$ cat src/rtl/serial_add_pkg.sv
// serial_add_pkg: shared FSM state encoding and default operand width
package serial_add_pkg;
  localparam int DEFAULT_WIDTH = 8;
  typedef enum logic [1:0] {IDLE = 2'd0, RUN = 2'd1, DONE = 2'd2} state_t;
endpackage

$ cat src/rtl/serial_add_ctrl_if.sv
// serial_add_ctrl_if: request/result bundle of the bit-serial adder (ovf present with SERIAL_ADD_OVF_EN)
interface serial_add_ctrl_if
  import serial_add_pkg::*;
#(
  parameter int WIDTH = DEFAULT_WIDTH
);
  logic             start;
  logic [WIDTH-1:0] a;
  logic [WIDTH-1:0] b;
  logic             cin;
  logic             busy;
  logic             done;
  logic [WIDTH-1:0] sum;
  logic             cout;
`ifdef SERIAL_ADD_OVF_EN
  logic             ovf;
  modport master (output start, a, b, cin, input busy, done, sum, cout, ovf);
  modport slave (input start, a, b, cin, output busy, done, sum, cout, ovf);
`else
  modport master (output start, a, b, cin, input busy, done, sum, cout);
  modport slave (input start, a, b, cin, output busy, done, sum, cout);
`endif
endinterface

$ cat src/rtl/serial_add_ctrl_fa_bit.sv
// fa_bit: single 1-bit full-adder cell shared by the serial controller
module fa_bit (
  input  logic x,
  input  logic y,
  input  logic Cin,
  output logic Cout,
  output logic Sum
);
  assign Sum  = x ^ y ^ Cin;
  assign Cout = (x & y) | (Cin & (x ^ y));
endmodule

$ cat src/rtl/serial_add_ctrl.sv
// serial_add_ctrl: bit-serial adder controller, LSB first, one cell step per clock (optional ovf via SERIAL_ADD_OVF_EN)
module serial_add_ctrl
  import serial_add_pkg::*;
#(
  parameter int WIDTH = DEFAULT_WIDTH
) (
  input  logic clk,
  input  logic rst,
  serial_add_ctrl_if.slave bus
);
  localparam int CW = (WIDTH > 1) ? $clog2(WIDTH) : 1;
  state_t           r_state;
  logic [WIDTH-1:0] r_a_sr;
  logic [WIDTH-1:0] r_b_sr;
  logic [WIDTH-1:0] r_sum;
  logic [CW-1:0]    r_cnt;
  logic             r_carry;
  logic             r_cout;
  logic             r_busy;
  logic             r_done;
  logic             r_ovf;
  logic             w_sum;
  logic             w_cout;
  logic             w_last;
  logic             w_accept;
  fa_bit u_fa (
    .x   (r_a_sr[0]),
    .y   (r_b_sr[0]),
    .Cin (r_carry),
    .Cout(w_cout),
    .Sum (w_sum)
  );
  assign w_last   = (r_cnt == CW'(WIDTH - 1));
  // A start on the DONE exit edge is taken so a new operation can begin every WIDTH+1 cycles
  assign w_accept = bus.start && (r_state == IDLE || r_state == DONE);
  // Controller FSM: capture operands, step the cell LSB first, pulse done after the MSB
  always_ff @(posedge clk) begin
    if (rst) begin
      r_state <= IDLE;
      r_a_sr  <= '0;
      r_b_sr  <= '0;
      r_sum   <= '0;
      r_cnt   <= '0;
      r_carry <= 1'b0;
      r_cout  <= 1'b0;
      r_busy  <= 1'b0;
      r_done  <= 1'b0;
      r_ovf   <= 1'b0;
    end else if (w_accept) begin
      r_state <= RUN;
      r_a_sr  <= bus.a;
      r_b_sr  <= bus.b;
      r_sum   <= '0;
      r_cnt   <= '0;
      r_carry <= bus.cin;
      r_cout  <= 1'b0;
      r_busy  <= 1'b1;
      r_done  <= 1'b0;
      r_ovf   <= 1'b0;
    end else begin
      case (r_state)
        RUN: begin
          r_sum   <= {w_sum, r_sum[WIDTH-1:1]};
          r_carry <= w_cout;
          r_a_sr  <= r_a_sr >> 1;
          r_b_sr  <= r_b_sr >> 1;
          if (w_last) begin
            r_state <= DONE;
            r_done  <= 1'b1;
            r_cout  <= w_cout;
            r_ovf   <= r_carry ^ w_cout;
          end else begin
            r_cnt <= r_cnt + 1'b1;
          end
        end
        DONE: begin
          r_state <= IDLE;
          r_busy  <= 1'b0;
          r_done  <= 1'b0;
        end
        default: r_state <= IDLE;
      endcase
    end
  end
  assign bus.busy = r_busy;
  assign bus.done = r_done;
  assign bus.sum  = r_sum;
  assign bus.cout = r_cout;
`ifdef SERIAL_ADD_OVF_EN
  assign bus.ovf  = r_ovf;
`else
  logic w_unused;
  assign w_unused = r_ovf;
`endif
endmodule

$ cat src/flat_wrapper.sv
// flat-port wrapper written by rule: the top's interface ports become plain ports
module serial_add_ctrl_flat import serial_add_pkg::*;
#(
  parameter int WIDTH = DEFAULT_WIDTH
)
  (clk, rst, bus_start, bus_a, bus_b, bus_cin, bus_busy, bus_done, bus_sum, bus_cout);
  serial_add_ctrl_if #(.WIDTH(WIDTH)) bus_i ();
  input  logic clk;
  input  logic rst;
  input wire logic [$bits(bus_i.start)-1:0] bus_start;
  input wire logic [$bits(bus_i.a)-1:0] bus_a;
  input wire logic [$bits(bus_i.b)-1:0] bus_b;
  input wire logic [$bits(bus_i.cin)-1:0] bus_cin;
  output wire logic [$bits(bus_i.busy)-1:0] bus_busy;
  output wire logic [$bits(bus_i.done)-1:0] bus_done;
  output wire logic [$bits(bus_i.sum)-1:0] bus_sum;
  output wire logic [$bits(bus_i.cout)-1:0] bus_cout;
  assign bus_i.start = bus_start;
  assign bus_i.a = bus_a;
  assign bus_i.b = bus_b;
  assign bus_i.cin = bus_cin;
  assign bus_busy = bus_i.busy;
  assign bus_done = bus_i.done;
  assign bus_sum = bus_i.sum;
  assign bus_cout = bus_i.cout;
  serial_add_ctrl #(.WIDTH(WIDTH)) u_core (.clk(clk), .rst(rst), .bus(bus_i));
endmodule
$ cat config.mk
export PLATFORM = sky130hd
export DESIGN_NAME = serial_add_ctrl_flat
export DESIGN_NICKNAME = d
export VERILOG_FILES = /design/src/rtl/serial_add_pkg.sv /design/src/rtl/serial_add_ctrl_if.sv /design/src/rtl/serial_add_ctrl_fa_bit.sv /design/src/rtl/serial_add_ctrl.sv /design/src/flat_wrapper.sv
export SDC_FILE = /design/constraint.sdc
export NUM_CORES = 1
export LEC_CHECK = 0
export CORE_MARGIN = 2
export CORE_UTILIZATION = 28
export CTS_BUF_LIST = sky130_fd_sc_hd__clkbuf_4
export DETAILED_ROUTE_END_ITERATION = 8
export HOLD_SLACK_MARGIN = 0.06
export RECOVER_POWER = 25
export SYNTH_ARGS = -nofsm -noshare
export SYNTH_HDL_FRONTEND = slang
export SYNTH_SLANG_ARGS = --single-unit
$ cat constraint.sdc
create_clock -name clk -period 1.5 [get_ports clk]
set_input_delay 0.15 -clock clk [delete_from_list [all_inputs] [get_ports clk]]
set_output_delay 0.15 -clock clk [all_outputs]
set_load 0.1 [all_outputs]
### Word level (Yosys, flattened, before mapping)

Cells that the tools add are included.

* input port bits: 20
* word-level logic and storage cells: 47
* register bits: 33

* add/subtract/negate cells: 1
* bitwise gates (word level): 7
* equality and inequality tests: 5
* mux-type cells: 13
* reduce and logical (&&, ||, !) cells: 11

Operators by type and width (count)
* 8-bit 2-to-1 mux: 4
* 1-bit 2-to-1 mux: 8
* 2-bit AND reduction: 3
* 2-bit nonzero test: 3
* 3-bit by 1-bit adder with 3-bit output (second input constant): 1
* 3-bit equality test (second input constant): 1
* 3-bit by 1-bit != test with 1-bit output (second input constant): 1
* 3-bit OR reduction: 1
* 1-bit bitwise AND: 2
* 2-bit by 1-bit equality test with 1-bit output (second input constant): 1
* 2-bit equality test (second input constant): 1
* 2-bit logical NOT: 1
* 2-bit by 1-bit != test with 1-bit output (second input constant): 1
* 1-bit inverter: 2
* 1-bit case mux with 2 select lines: 1
* 2-bit OR reduction: 1
* 1-bit XOR: 2
* 1-bit logical AND: 1
* 1-bit logical OR: 1
* 1-bit OR: 1

### Logic depth before layout (Yosys ltp)

Gate-level depths: netlist of the first run.

* depth in word-level cells: 5
* gate-level depth with buffers: 5

### By module

From an unflattened synthesis of the first run, not the netlist that was laid out.

* cells, all modules: 155
* area, all modules: 1347.5 um^2

Modules (own cells, without submodules)
* serial_add_ctrl: sequential area each 660.6 um^2, instances 1, area each 1327.5 um^2, cells an instance 154
* fa_bit: sequential area each 0.0 um^2, instances 1, area each 20.0 um^2, cells an instance 1

### Least setup slack after synthesis of the first run

Ideal clock, no wire load.

* path type: reg2reg
* from: register u_core.r_cnt[0]
* to: register u_core.r_cnt[0]
* arrival: 1.163 ns
* setup slack: 0.209 ns
* cell stages (with the launch flop): 6
* setup time: 0.128 ns
* path buffers: 0
* required time: 1.372 ns
* path through: dfxtp_1 > ha_1 > ha_1 > nor3b_2 > xnor2_1 > nor2_1

* cells in the longest elaborated chain, start to end: 3

Ends and longest elaborated chain
* start: declaration: RTL line serial_add_ctrl.sv:16 `logic [CW-1:0] r_cnt;`
* start signal: assignment: RTL line serial_add_ctrl.sv:73 `r_cnt <= r_cnt + 1'b1;`
* branches (longest 3 deep; another with 3-bit by 1-bit adder with 3-bit output)

Parallel ways; which one is timed is not known.
A chain may end at the register's enable or synchronous reset.

### Final worst setup path of the first run

Same ends and word-level chain as after synthesis.

==> flow_metrics.env, run 1 <==
export IMPL_cp_max_fo=4
export IMPL_crit_path_end_kind="flip-flop"
export IMPL_root_buffer="clkbuf_4"
export IMPL_yosysWarnings=0
export IMPL_yosysTopAreaCell="dfxtp_1"
export IMPL_die_h_um=74.0
export IMPL_core_area_um2=4720
export IMPL_postCtsSetupRepairBufs=0
export IMPL_critPathSlowestCell="dfxtp_1"
export IMPL_critPathTopFamily="adder cells"
export IMPL_final_util_pct=39.1
export IMPL_wirelength_um=2940
export IMPL_finalNetCount=221
export IMPL_grt_pass1_wl_um=4860
export IMPL_netlist_area_leader_share_pct=48.1
export IMPL_place_congestion=0.722
export IMPL_fmax_mhz=719
export IMPL_cts_buffers=5
export IMPL_netlist_instances=163
export IMPL_htree_levels=2
export IMPL_clk_latency_ns=0.33
export IMPL_setup_viol=0
export IMPL_start_util_pct=29.1
export IMPL_syn_cell_area_um2=1370
export IMPL_rows=25
export IMPL_grt_total_usage_pct=11.6
export IMPL_status="completed"
export IMPL_startpoint_type="flip-flop"
export IMPL_fp_dieW_um=74.0
export IMPL_pre_cts_slack_ns=0.115
export IMPL_tightest_slew_ns=0.545
export IMPL_diodes=0
export IMPL_synth_seq_area_share_pct=48.1
export IMPL_crit_buf_inv=0
export IMPL_min_period_ns=1.39
export IMPL_tritoncts="yes"
export IMPL_crit_required_ns=1.73
export IMPL_fin_tns_setup_ns=0
export IMPL_viasPerCell=4.47
export IMPL_rsz0062_at_grt="no"
export IMPL_slew_headroom_pct=63.8
export IMPL_ir_worst_vdd_mv=0.732
export IMPL_synth_edf_count=0
export IMPL_power_density_nw_per_um2=1030
export IMPL_drt_antenna_violating_nets=0
export IMPL_drc_errors=0
export IMPL_crit_arrival_ns=1.62
export IMPL_vias=1184
export IMPL_ys_ff_latch=33
export IMPL_synth_commonest_cells="nand2_1, dfxtp_1, nor2_1"
export IMPL_firstDrtPassIters=4
export IMPL_synth_ff_type="dfxtp_1"
export IMPL_total_leakage_power_uw=0.000688
export IMPL_synth_fp_nets=187
export IMPL_grt_pass1_vias=1075
export IMPL_dp_hpwl_um=2040
export IMPL_grt_max_degree=25
export IMPL_grt_ovfl_total=0
export IMPL_cts_resized=0
export IMPL_timing_final_ws_setup_ns=0.110
export IMPL_cts_sinks=33
export IMPL_area_delta_synth_final_pct=34.6
export IMPL_antenna_found_initial=0
export IMPL_ios=31
export IMPL_synthTopCellsByArea="dfxtp_1, nand2_1, a311oi_1, a21oi_1, nor2_1"
export IMPL_dpl_cell_area_um2=1890
export IMPL_cp_common_cell="ha_1"
export IMPL_wire_per_inst_um=11.1
export IMPL_hold_violations=0
export IMPL_power_uw=1900
export IMPL_cp_slowest_stage_delay_ns=0.34
export IMPL_hold_buffers=0
export IMPL_period_share_pct=92.7
export IMPL_maxSlewViolCount=0
export IMPL_drive_above_1_share_pct=15.2
export IMPL_drv_cap=0
export IMPL_async_reset_ff_share_pct=0
export IMPL_fin_skew_ns=0.0105
export IMPL_cp_cell_sequence="ha_1, ha_1, nor3b_2, xnor2_1, nor2_1"
export IMPL_die_area_um2=5480
export IMPL_yosysMostFrequentCell="nand2_1"
export IMPL_portBuffers=30
export IMPL_drt_iter0_markers=95
export IMPL_crit_type="reg2reg"
export IMPL_min_path_type="in2reg"
export IMPL_path_clk_slew_ns=0.10
export IMPL_synth_avg_cell_area_um2=8.42
export IMPL_synth_cell_types=24
export IMPL_postLayoutCellArea_um2=1850
export IMPL_clock_path_buffers=2
report_power, final:
part           internal (µW)  total [µW]  switching, µW
registers                923         951           27.8
logic                    132         284            152
clock network            365         669            304
total                   1420        1900            484
worst reg2reg max path, delay by kind of cell (launching register included):
kind	cells	cell delay, ns
AND/OR/NAND/NOR	2	0.35
XOR/XNOR	1	0.16
flip-flops	1	0.34
adder cells (fa/ha/maj)	2	0.45
per-layer routing:
metal | up-vias | global-route usage (%) | wire, µm
li1 | 620 | - | -
met3 | 5 | 4.74 | 179
met2 | 25 | 16.9 | 1280
met5 | - | 0 | 0
met1 | 534 | 15.6 | 1450
met4 | 0 | 3.64 | 35
area by class of cell:
| cell class | instances | area, µm² |
|---|---|---|
| clock inverters | 2 | 33.8 |
| flip-flops and latches | 33 | 661 |
| fillers | 508 | 2880 |
| multi-input cells | 117 | 638 |
| repair buffers | 40 | 387 |
| clock buffers | 6 | 45.0 |
| well taps | 67 | 83.8 |
through the flow:
| stage | hold WS, ns | std cells |
|---|---|---|
| 6_report | 0.396 | 265 |
| 5_1_grt | 0.381 | 265 |
| 4_1_cts | 0.387 | 265 |
| 3_5_place_dp | 0.465 | 257 |
| 3_3_place_gp | 0.461 | 257 |
| 2_1_floorplan | 0.286 | 163 |
worst paths after layout:
path | startpoint | end | slack (ns) | depth (start not counted)
hold reg to reg | u_core.bus.sum[0] | u_core.bus.sum[0] | 0.46 | 2
hold / removal | bus_b[7] | u_core.r_b_sr[7] | 0.40 | 3
setup / recovery | u_core.r_cnt[0] | u_core.r_cnt[0] | 0.11 | 5
setup reg to reg | u_core.r_cnt[0] | u_core.r_cnt[0] | 0.11 | 5
registers in the layout, summed over array words and instances (netlist names):
name / count
u_core.r_cnt: 3
u_core.r_a_sr: 8
u_core.r_carry: 1
u_core.bus.cout: 1
u_core.bus.done: 1
u_core.bus.busy: 1
u_core.r_b_sr: 8
u_core.bus.sum: 8
u_core.r_state: 2
kinds of logic after synthesis:
family,share of synthesized area (%)
AOI/OAI and AO/OA,17.0
xor gates and xnor gates,0.638
adders and majority gates,4.19
buffers and inverters,5.38
DFF,48.1
muxes,0.729
and+or+nand+nor,23.9
cell usage in the layout, fill, tap and decap left out, types with 2 or more instances in the layout:
cell type,count
nand2_1,46
clkbuf_2,8
clkbuf_4,6
a311oi_2,2
o21ai_0,2
a22oi_1,3
ha_1,3
clkdlybuf4s50_1,19
buf_12,5
nor2_1,19
nand2b_1,4
dfxtp_1,33
a21oi_1,15
nand3_1,4
buf_4,7
a311oi_1,11
Note: power is estimated with default switching activity, not from simulation.
==> inputs of run 2 (changes only) <==
ABC_AREA = 1   (was default)
==> flow_metrics.env, run 2 <==
export IMPL_min_period_ns=1.32
export IMPL_total_leakage_power_uw=0.000891
export IMPL_die_h_um=80.3
export IMPL_path_clk_slew_ns=0.09
export IMPL_crit_buf_inv=1
export IMPL_htree_levels=2
export IMPL_rsz0062_at_grt="no"
export IMPL_postLayoutCellArea_um2=1970
export IMPL_syn_cell_area_um2=1630
export IMPL_mostFrequentLayoutCells="nand2_1, dfxtp_1, inv_1"
export IMPL_netlist_area_leader_share_pct=40.6
export IMPL_min_path_type="in2reg"
export IMPL_drv_cap=0
export IMPL_nFillCells=613
export IMPL_slew_headroom_pct=63.6
export IMPL_power_density_nw_per_um2=898
export IMPL_period_share_pct=88.2
export IMPL_synth_avg_cell_area_um2=7.54
export IMPL_synth_xor_area_share_pct=0
export IMPL_ios=31
export IMPL_grt_ovfl_total=0
export IMPL_hold_buffers=0
export IMPL_drive_above_1_share_pct=16.3
export IMPL_postCtsSetupRepairBufs=0
export IMPL_rows=27
export IMPL_drc_errors=0
export IMPL_startpoint_type="flip-flop"
export IMPL_synth_fp_nets=240
export IMPL_vias=1372
export IMPL_hold_violations=0
export IMPL_yosysTopAreaCell="dfxtp_1"
export IMPL_fin_tns_setup_ns=0
export IMPL_clk_latency_ns=0.33
export IMPL_fmax_mhz=755
export IMPL_setup_viol=0
export IMPL_grt_pass1_wl_um=5350
export IMPL_synth_seq_area_share_pct=40.6
export IMPL_tightest_slew_ns=0.549
export IMPL_layout_commonest_cell="nand2_1"
export IMPL_yosysWarnings=0
export IMPL_crit_arrival_ns=1.17
export IMPL_die_area_um2=6440
export IMPL_p_sw_share_pct=29.0
export IMPL_critPathTopFamily="buffers and inverters"
export IMPL_yosys_area_share_adder_pct=3.53
export IMPL_wirelength_um=3220
export IMPL_firstDrtPassIters=4
export IMPL_dpl_cell_area_um2=2080
export IMPL_synth_compound_area_share_pct=9.98
export IMPL_pwr_share_seq_pct=54.1
export IMPL_root_buffer="clkbuf_4"
export IMPL_grt_pass1_vias=1213
export IMPL_tritoncts="yes"
export IMPL_yosys_area_share_simple_pct=31.3
export IMPL_whs_ns=0.387
export IMPL_finalNetCount=275
export IMPL_fp_dieW_um=80.3
export IMPL_place_congestion=0.763
export IMPL_synthTopCellsByArea="dfxtp_1, nand2_1, inv_1, a21oi_1, nand3_1"
export IMPL_antenna_found_initial=0
export IMPL_critPathSlowestCell="clkbuf_2"
export IMPL_async_reset_ff_share_pct=0
export IMPL_synth_commonest_cells="nand2_1, dfxtp_1, inv_1"
export IMPL_p_int_uw=1260
export IMPL_netlist_instances=216
export IMPL_drt_iter0_markers=70
export IMPL_maxSlewViolCount=0
export IMPL_ir_worst_vdd_mv=0.252
export IMPL_area_delta_synth_final_pct=21.2
export IMPL_power_switching_uw=515
export IMPL_crit_required_ns=1.35
export IMPL_power_frac_clock_pct=26.3
export IMPL_synth_mux_area_share_pct=0
export IMPL_yosysMostFrequentCell="nand2_1"
export IMPL_cp_slowest_stage_delay_ns=0.47
export IMPL_synth_edf_count=0
export IMPL_synth_ff_type="dfxtp_1"
export IMPL_combPwrFrac_pct=19.6
export IMPL_ys_ff_latch=33
export IMPL_grt_max_degree=26
export IMPL_portBuffers=30
export IMPL_reg2reg_slack_ns=0.22
export IMPL_cts_resized=0
export IMPL_viasPerCell=4.25
export IMPL_status="completed"
export IMPL_crit_path_end_kind="output pin"
export IMPL_cp_cell_sequence="clkbuf_2"
export IMPL_cts_sinks=33
export IMPL_start_util_pct=29.2
export IMPL_cp_max_fo=3
export IMPL_core_area_um2=5570
export IMPL_drt_antenna_violating_nets=0
export IMPL_clock_path_buffers=2
export IMPL_synth_cell_types=25
export IMPL_grt_total_usage_pct=10.7
export IMPL_dp_hpwl_um=2360
export IMPL_synth_top_family_by_area="simple AND/OR/NAND/NOR gates"
export IMPL_final_util_pct=35.4
export IMPL_crit_type="reg2out"
export IMPL_cts_buffers=5
export IMPL_diodes=0
export IMPL_wire_per_inst_um=9.98
export IMPL_fin_skew_ns=0.00755
-- run 2: cell count changes after synthesis, sizes merged, moves of 2 or more --
cell,delta
nand3,+15
nand2,+18
buf,-2
nand2b,-4
nor2,-2
a22oi,-3
nor3,+6
o21ai,+7
a21oi,+7
inv,+32
clkbuf,-2
a311oi,-13
-- run 2: power by group through the flow --
stage          Sequential [µW]  Combinational, µW  Clock [µW]
2_1_floorplan              999                247           0
5_1_grt                    966                389         529
3_3_place_gp               981                360           0
6_report                   959                347         466
4_1_cts                    962                364         489
3_5_place_dp               982                363           0
-- run 2: logic make-up after synthesis --
group	after synthesis
flops	33
compound gates	31
simple gates	107
fa+ha+maj	4
buf+inv	41
-- run 2: worst paths after layout --
| check | start | end | cells after the start |
|---|---|---|---|
| setup / recovery | u_core.bus.sum[7] | bus_sum[7] | 1 |
| hold / removal | bus_b[7] | u_core.r_b_sr[7] | 3 |
| setup reg to reg | u_core.r_state[1] | u_core.r_cnt[1] | 6 |
| hold reg to reg | u_core.r_b_sr[7] | u_core.r_b_sr[7] | 2 |
-- run 2: cell type report --
class,instances,area [µm²],area share (%)
repair buffers,37,313,15.8
flip-flops and latches,33,661,33.5
well taps,72,90.1,4.56
clock inverters,1,3.75,0.190
inverters,32,133,6.72
multi-input cells,142,729,36.9
clock buffers,6,45.0,2.28
-- run 2: routing by layer --
layer	up-vias	global-route usage, %	part of all wire [%]
met2	24	16.3	44
li1	741	-	-
met3	6	4.38	5.5
met4	0	4.58	1.7
met1	601	13.3	49
met5	-	0	0
-- run 2: per-stage QoR --
stage	setup slack (ns)	total power, µW	cells
detailed placement	0.144	1340	316
global route	0.0896	1880	323
floorplan	0.207	1250	216
CTS	0.183	1820	323
finish	0.176	1770	323
global placement	0.162	1340	316
